===== config.mk =====
export PLATFORM = sky130hd
export DESIGN_NAME = speed_meter_flat
export DESIGN_NICKNAME = d
export VERILOG_FILES = /design/src/rtl/speed_meter_if.sv /design/src/rtl/speed_meter.sv /design/src/flat_wrapper.sv
export SDC_FILE = /design/constraint.sdc
export NUM_CORES = 1
export LEC_CHECK = 0
export CAP_MARGIN = 20
export CORE_AREA = 2 2 100 102
export DETAILED_ROUTE_END_ITERATION = 10
export DIE_AREA = 0 0 102 104
export DONT_BUFFER_PORTS = 1
export PLACE_DENSITY = 0.54
export SLEW_MARGIN = 0
export SYNTH_ARGS = -nofsm -noshare
export SYNTH_HDL_FRONTEND = slang
export SYNTH_SLANG_ARGS = --single-unit
export TNS_END_PERCENT = 30

===== constraint.sdc =====
create_clock -name i_clk -period 2.4 [get_ports i_clk]
set_clock_uncertainty 0.15 [all_clocks]
set_input_delay 0.24 -clock i_clk [delete_from_list [all_inputs] [get_ports i_clk]]
set_output_delay 0.24 -clock i_clk [all_outputs]
set_load 0.02 [all_outputs]

===== src/rtl/speed_meter_if.sv =====
// Measurement bundle for speed_meter: enable and wheel pulse in,
// latched count, BCD digits and status out.
interface speed_meter_if;
  logic       i_en;
  logic       i_pulse;
  logic [8:0] o_speed;
  logic [3:0] o_hund;
  logic [3:0] o_tens;
  logic [3:0] o_ones;
  logic       o_overflow;
  logic       o_valid;
  logic       o_busy;

  modport master (
    output i_en, i_pulse,
    input  o_speed, o_hund, o_tens, o_ones, o_overflow, o_valid, o_busy
  );

  modport slave (
    input  i_en, i_pulse,
    output o_speed, o_hund, o_tens, o_ones, o_overflow, o_valid, o_busy
  );
endinterface


===== src/rtl/speed_meter.sv =====
// Wheel speed meter: counts synchronized pulse edges over a fixed gate window,
// then converts the latched count to BCD with a double-dabble FSM.
//
// state | meaning
// IDLE  | waiting for a window end
// CONV  | 9 double-dabble iterations on the captured count
// DONE  | results latched, o_valid strobe
module speed_meter #(
  parameter int GATE_CYCLES = 1000,
  parameter int SPEED_SAT   = 511
) (
  input logic          i_clk,
  input logic          i_rst,
  speed_meter_if.slave bus
);
  typedef enum logic [1:0] {IDLE = 2'd0, CONV = 2'd1, DONE = 2'd2} state_t;

  localparam logic [15:0] GATE_LAST = 16'(GATE_CYCLES - 1);
  localparam logic [8:0]  SAT       = 9'(SPEED_SAT);

  logic        sync1_q, sync2_q, prev_q;
  logic [15:0] gate_q, gate_d;
  logic [8:0]  cnt_q, cnt_d;
  logic        sat_q, sat_d;
  state_t      state_q, state_d;
  logic [3:0]  iter_q, iter_d;
  logic [20:0] dd_q, dd_d, dd_nxt;
  logic [8:0]  cap_q, cap_d;
  logic        cap_ovf_q, cap_ovf_d;
  logic [8:0]  speed_q, speed_d;
  logic [11:0] bcd_q, bcd_d;
  logic        ovf_q, ovf_d;

  logic       edge_det, win_end, at_sat, final_sat;
  logic [8:0] final_cnt;

  // One iteration: {bcd[11:0], bin[8:0]}, add 3 to nibbles >= 5, shift left.
  function automatic logic [20:0] dd_step(input logic [20:0] v);
    logic [20:0] r;
    r = v;
    for (int i = 0; i < 3; i++) begin
      if (r[9 + 4*i +: 4] >= 4'd5) r[9 + 4*i +: 4] = r[9 + 4*i +: 4] + 4'd3;
    end
    return r << 1;
  endfunction

  assign edge_det  = sync2_q & ~prev_q;
  assign win_end   = bus.i_en && (gate_q == GATE_LAST);
  assign at_sat    = (cnt_q == SAT);
  assign final_cnt = (edge_det && !at_sat) ? cnt_q + 9'd1 : cnt_q;
  assign final_sat = sat_q | (edge_det & at_sat);
  assign dd_nxt    = dd_step(dd_q);

  // Window-end cycle folds its own edge into the result, then restarts at 0.
  always_comb begin
    gate_d = 16'd0;
    cnt_d  = 9'd0;
    sat_d  = 1'b0;
    if (bus.i_en && !win_end) begin
      gate_d = gate_q + 16'd1;
      cnt_d  = final_cnt;
      sat_d  = final_sat;
    end
  end

  always_comb begin
    state_d   = state_q;
    iter_d    = iter_q;
    dd_d      = dd_q;
    cap_d     = cap_q;
    cap_ovf_d = cap_ovf_q;
    speed_d   = speed_q;
    bcd_d     = bcd_q;
    ovf_d     = ovf_q;
    case (state_q)
      IDLE: begin
        if (win_end) begin
          state_d   = CONV;
          dd_d      = {12'd0, final_cnt};
          cap_d     = final_cnt;
          cap_ovf_d = final_sat;
          iter_d    = 4'd8;
        end
      end
      CONV: begin
        dd_d   = dd_nxt;
        iter_d = iter_q - 4'd1;
        if (iter_q == 4'd0) begin
          state_d = DONE;
          speed_d = cap_q;
          bcd_d   = dd_nxt[20:9];
          ovf_d   = cap_ovf_q;
        end
      end
      DONE:    state_d = IDLE;
      default: state_d = IDLE;
    endcase
  end

  always_ff @(posedge i_clk) begin
    if (i_rst) begin
      sync1_q   <= 1'b0;
      sync2_q   <= 1'b0;
      prev_q    <= 1'b0;
      gate_q    <= 16'd0;
      cnt_q     <= 9'd0;
      sat_q     <= 1'b0;
      state_q   <= IDLE;
      iter_q    <= 4'd0;
      dd_q      <= 21'd0;
      cap_q     <= 9'd0;
      cap_ovf_q <= 1'b0;
      speed_q   <= 9'd0;
      bcd_q     <= 12'd0;
      ovf_q     <= 1'b0;
    end else begin
      sync1_q   <= bus.i_pulse;
      sync2_q   <= sync1_q;
      prev_q    <= sync2_q;
      gate_q    <= gate_d;
      cnt_q     <= cnt_d;
      sat_q     <= sat_d;
      state_q   <= state_d;
      iter_q    <= iter_d;
      dd_q      <= dd_d;
      cap_q     <= cap_d;
      cap_ovf_q <= cap_ovf_d;
      speed_q   <= speed_d;
      bcd_q     <= bcd_d;
      ovf_q     <= ovf_d;
    end
  end

  assign bus.o_speed    = speed_q;
  assign bus.o_hund     = bcd_q[11:8];
  assign bus.o_tens     = bcd_q[7:4];
  assign bus.o_ones     = bcd_q[3:0];
  assign bus.o_overflow = ovf_q;
  assign bus.o_valid    = (state_q == DONE);
  assign bus.o_busy     = (state_q != IDLE);
endmodule

===== src/flat_wrapper.sv =====
// flat-port wrapper written by rule: the top's interface ports become plain ports
module speed_meter_flat 
#(
  parameter int GATE_CYCLES = 1000,
  parameter int SPEED_SAT   = 511
)
  (i_clk, i_rst, bus_i_en, bus_i_pulse, bus_o_speed, bus_o_hund, bus_o_tens, bus_o_ones, bus_o_overflow, bus_o_valid, bus_o_busy);
  speed_meter_if bus_i ();
  input logic i_clk;
  input logic i_rst;
  input wire logic [$bits(bus_i.i_en)-1:0] bus_i_en;
  input wire logic [$bits(bus_i.i_pulse)-1:0] bus_i_pulse;
  output wire logic [$bits(bus_i.o_speed)-1:0] bus_o_speed;
  output wire logic [$bits(bus_i.o_hund)-1:0] bus_o_hund;
  output wire logic [$bits(bus_i.o_tens)-1:0] bus_o_tens;
  output wire logic [$bits(bus_i.o_ones)-1:0] bus_o_ones;
  output wire logic [$bits(bus_i.o_overflow)-1:0] bus_o_overflow;
  output wire logic [$bits(bus_i.o_valid)-1:0] bus_o_valid;
  output wire logic [$bits(bus_i.o_busy)-1:0] bus_o_busy;
  assign bus_i.i_en = bus_i_en;
  assign bus_i.i_pulse = bus_i_pulse;
  assign bus_o_speed = bus_i.o_speed;
  assign bus_o_hund = bus_i.o_hund;
  assign bus_o_tens = bus_i.o_tens;
  assign bus_o_ones = bus_i.o_ones;
  assign bus_o_overflow = bus_i.o_overflow;
  assign bus_o_valid = bus_i.o_valid;
  assign bus_o_busy = bus_i.o_busy;
  speed_meter #(.GATE_CYCLES(GATE_CYCLES), .SPEED_SAT(SPEED_SAT)) u_core (.i_clk(i_clk), .i_rst(i_rst), .bus(bus_i));
endmodule

Word-level counts from Yosys, hierarchy flattened:

Cells that the tools add are included.

* register bits after elaboration: 88
* input port bits: 4
* output and inout port bits: 24
* logic and storage cells: 59

* add/subtract/negate cells: 6
* magnitude comparators: 3
* equal/unequal tests: 6
* mux-type cells: 11
* bitwise logic cells: 5
* reductions and logical operators: 14

Operators with widths (number)
* $pmux 21 s2: 1
* $mux 21: 1
* $add 16x1->16 const B: 1
* $eq 16x10->1 const B: 1
* $ge 4x3->1 const B: 3
* $mux 4: 3
* $add 9x1->9 const B: 1
* $eq 9x9->1 const B: 1
* $mux 9: 1
* $add 4x2->4 const B: 2
* $pmux 4 s2: 1
* $reduce_and 2->1: 4
* $logic_not 4->1: 1
* $mux 2: 2
* $ne 2x1->1 const B: 2
* $pmux 2 s2: 1
* $reduce_bool 2->1: 2
* $sub 4x1->4 const B: 1
* $add 3x2->3 const B: 1
* $logic_and 1x1->1: 3
* $mux 3: 1
* $and 1x1->1: 2
* $eq 2x1->1 const B: 1
* $eq 2x2->1 const B: 1
* other kinds (5): 7

Longest topological paths before layout:

* word-level depth: 6
* mapped depth: 10
* depth with buffers taken out: 9

Least setup slack after synthesis:

OpenSTA, ideal clock, no wires.

* kind: reg-to-reg
* start: register u_core.cnt_q[0]
* end: register u_core.dd_q[7]
* setup time: 132 ps
* arrival time: 2000 ps
* required time: 2118 ps
* path slack: 117 ps
* cell stages (with the launch flop): 11
* path buffers: 1
* period minus slack after synthesis: 2283 ps
* path through: dfxtp_1 > ha_1 > nand3_1 > nor2_1 > ha_1 > or3b_2 > clkbuf_1 > nor3_1 > xnor2_1 > nand2b_1 > a31oi_1

* cells in the longest elaborated chain, start to end: 6
* elaborated cells on any way between the ends: 7
* classes of those cells: add/sub: 1; eq/ne: 1; mux: 3; reduce/logical: 2

Ends and longest elaborated chain
* from (decl): line speed_meter.sv:23 `logic [8:0] cnt_q, cnt_d;`
* from (signal assigned): line speed_meter.sv:121 `cnt_q <= cnt_d;`
* parallel branches: the longest is 3 deep, another holds $add 9x1->9
* $mux 9 (*): line speed_meter.sv:50 `assign final_cnt = (edge_det && !at_sat) ? cnt_q + 9'd1 : cnt_q;`
* $mux 21 (*): line speed_meter.sv:77 `if (win_end) begin`
* $pmux 21 s2 (*): line speed_meter.sv:75 `case (state_q)`
* to (signal assigned): line speed_meter.sv:110 `dd_q <= 21'd0;`
* to (signal assigned): line speed_meter.sv:125 `dd_q <= dd_d;`
* to (decl): line speed_meter.sv:27 `logic [20:0] dd_q, dd_d, dd_nxt;`

Every way passes the cells marked *. The select of a mux whose other input is x is not followed.
A chain may end at the register's enable or synchronous reset.

Worst setup path in the final report:

Ends and elaborated chain as after synthesis.

==> qor.csv <==
stage;metric;value;unit
floorplan;die_area;0.0106;sq mm
routing;vias;2909;
finish;fin_cells;588;
timing;drv_slew;0;
finish;postLayoutCellArea;0.00412;sq mm
clock_network;cts_buffers;9;
worst_setup_path;cp.required;2.51;ns
worst_setup_path;path_max_fanout;6;
finish;final_nets;465;
clock_network;clk_latency;0.37;ns
flow_run;drv_cap;0;
routing;wl;7580;um
timing;setup_violations;0;
floorplan;rows;36;
clock_network;clkSlewWorstSetupHoldPaths;0.10;ns
timing;max_slew_margin;68.4;%
clock_network;cts_sinks;88;
synth;syn-num-nets;461;
clock_network;cts_tree;built;
placement;place_congestion;0.787;
synth;postSynthAreaPerCell;8.28;sq um
floorplan;die_y;104;um
grt;grt_pass1_wl;12600;um
placement;pre_cts_ws;0.0659;ns
placement;placed_area;0.00387;sq mm
routing;wl_per_cell;12.9;um
floorplan;io-pin-count;28;
clock_network;cts_buffer_depth;2;
finish;ff_latch_area;0.00176;sq mm
finish;drive_above_1_share;9.23;%
worst_setup_path;critical_path.endpoint_type;flip-flop;
finish;n_fill_cell;984;
worst_setup_path;cp_top_family;simple AND/OR/NAND/NOR gates;
worst_setup_path;cpMaxStageDelayCell;or3b_4;
timing;hold_viol;0;
grt;grt_overflow;0;
synth;synth_warnings;0;
worst_setup_path;worstSetupPathType;flip-flop to flip-flop;
synth;synth_area_leaders;dfxtp_1, nand2_1, a21oi_1;
finish;area_delta_synth_final;11.4;%
placement;port_buffers;0;
clock_network;cts_root_buf;clkbuf_8;
clock_network;post-cts-setup-buffers;0;
synth;ys_seq_area_share;47.7;%
floorplan;die_x;102;um
pwr;ir_worst_vdd;0.219;mV
placement;dp_cells;570;
synth;synth_top_cell_by_area;dfxtp_1;
synth;synth_top_area_share;47.7;%
synth;yosys.cell_types.count;38;
status;status;finished clean;
timing;worstMarginPinSlew;0.470;ns
worst_setup_path;crit_top_cell;ha_1;
timing;fin_crit;2.22;ns
grt;antenna_found_initial;0;
worst_setup_path;cp-start-kind;flip-flop;
clock_network;cts.htree.levels;3;
pwr;total_power;2.51;mW
routing;dr.pass1.iters;4;
timing;fin_ws;0.182;ns
finish;final_core_util;43.1;%
timing;fmax;0.451;GHz
worst_hold_path;hold_class;input port to flip-flop;
pwr;p_per_area;611;mW/mm^2
worst_setup_path;worstPathArrival;2.33;ns
floorplan;start_util;38.7;%
finish;multiInputGateArea;0.00182;sq mm
timing;setup-tns-final;0;ns
timing;timing.final.crit_share;92.4;%
grt;grt_pass1_vias;2708;
timing;hold_ws;0.0408;ns
routing;final_antenna_net_count;0;
synth;ys_seq_elements;88;
synth;mappedNetlistArea;0.00369;sq mm
worst_setup_path;max_stage_delay;0.43;ns
finish;diodes;0;
routing;first_iter_violations;113;
grt;grt_max_degree;63;
grt;grt_usage;14.9;%
worst_setup_path;cp_num_buf_inv;0;
synth;synthCells;446;
worst_setup_path;path_cells;ha_1, nand3_1, nor2_1, ha_1, or3b_4, nor3_1, xnor2_1, nand2b_1, a31oi_1;
pwr;p_leak;1.38;nW
routing;drc_errors;0;
routing;vias_per_cell;4.95;
placement;dpl.hpwl;5110;um
floorplan;design.core.area;0.00955;sq mm
-- placed cells by master, fill, tap and decap left out, types with 12 or more instances in the layout --
cell type,count
xnor2_1,13
nand2_1,91
dfxtp_1,88
buf_4,12
a21oi_1,41
nor2b_1,15
nor2_1,45
nand3_1,19
-- repair_timing --
action	in CTS	in global routing
gates resized for setup	0	3
endpoints found under the hold margin	62	0
hold buffers	2	0
setup endpoints to repair	0	8
-- sequential cells by signal, indices dropped and copies added (netlist names), 2 cells and up --
signal              count
u_core.dd_q            21
u_core.bus.o_speed      9
u_core.cnt_q            9
u_core.iter_q           4
u_core.cap_q            9
u_core.state_q          2
u_core.bcd_q           12
u_core.gate_q          16
-- worst paths after layout --
path,end,cells after the start,startpoint,slack [ns]
max,u_core.dd_q[7],9,u_core.cnt_q[0],0.18
max reg2reg,u_core.dd_q[7],9,u_core.cnt_q[0],0.18
min reg2reg,u_core.bus.o_speed[3],2,u_core.cap_q[3],0.29
min,u_core.gate_q[1],3,bus_i_en,0.04
-- synthesized netlist by cell type, drive strengths merged --
cell,count
a311oi,1
nor3b,5
nand2,91
nand3b,2
a21oi,42
a31oi,10
buf,2
nand2b,5
nor2b,15
ha,11
dfxtp,88
and2,1
nor4,3
nor3,12
mux2,2
clkbuf,19
nand4b,1
or4b,1
or3,1
xnor2,13
mux2i,1
nand4,6
o21ai,9
or4,3
nor2,47
and3,3
nand3,19
or3b,1
o22a,2
inv,11
and4,1
xor2,11
a211oi,4
a2bb2oi,3
-- power by group --
part	internal, mW	total, mW	switching (mW)	leakage (nW)
Sequential	1.46	1.47	0.00350	0.709
Clock	0.406	1.00	0.595	0.0931
Combinational	0.0164	0.0466	0.0302	0.575
Total	1.89	2.51	0.629	1.38
-- per-layer routing --
layer	global-route usage (%)	routed length [um]	vias up
met5	0	0	-
met4	6.29	119	0
met3	3.76	291	9
met2	23.7	3460	38
met1	19.1	3710	1346
li1	-	-	1516
-- kinds of logic (layout without fill, tap and decap cells) --
kind of cell    count (synthesis)  after routing  synth area share, %
fa+ha+maj                      11             11                 3.72
buf+inv                        32             41                 3.32
mux                             3              3                0.880
xor+xnor                       24             24                 5.69
simple gates                  217            217                 27.8
flops                          88             88                 47.7
compound gates                 71             71                 10.9
-- final cells by class --
type / count / area share [%]
Timing Repair Buffer: 14 / 3.10
Inverter: 11 / 1.00
Tap cell: 133 / 4.04
Clock inverter: 7 / 1.73
Clock buffer: 9 / 3.01
Multi-Input combinational cell: 326 / 44.3
Sequential cell: 88 / 42.8
-- tightest hold or removal path, stage by stage --
cell and delay, ns:
nand3b_2 0.07, buf_4 0.17, nor2_1 0.05
(Power assumes the default switching activity.)
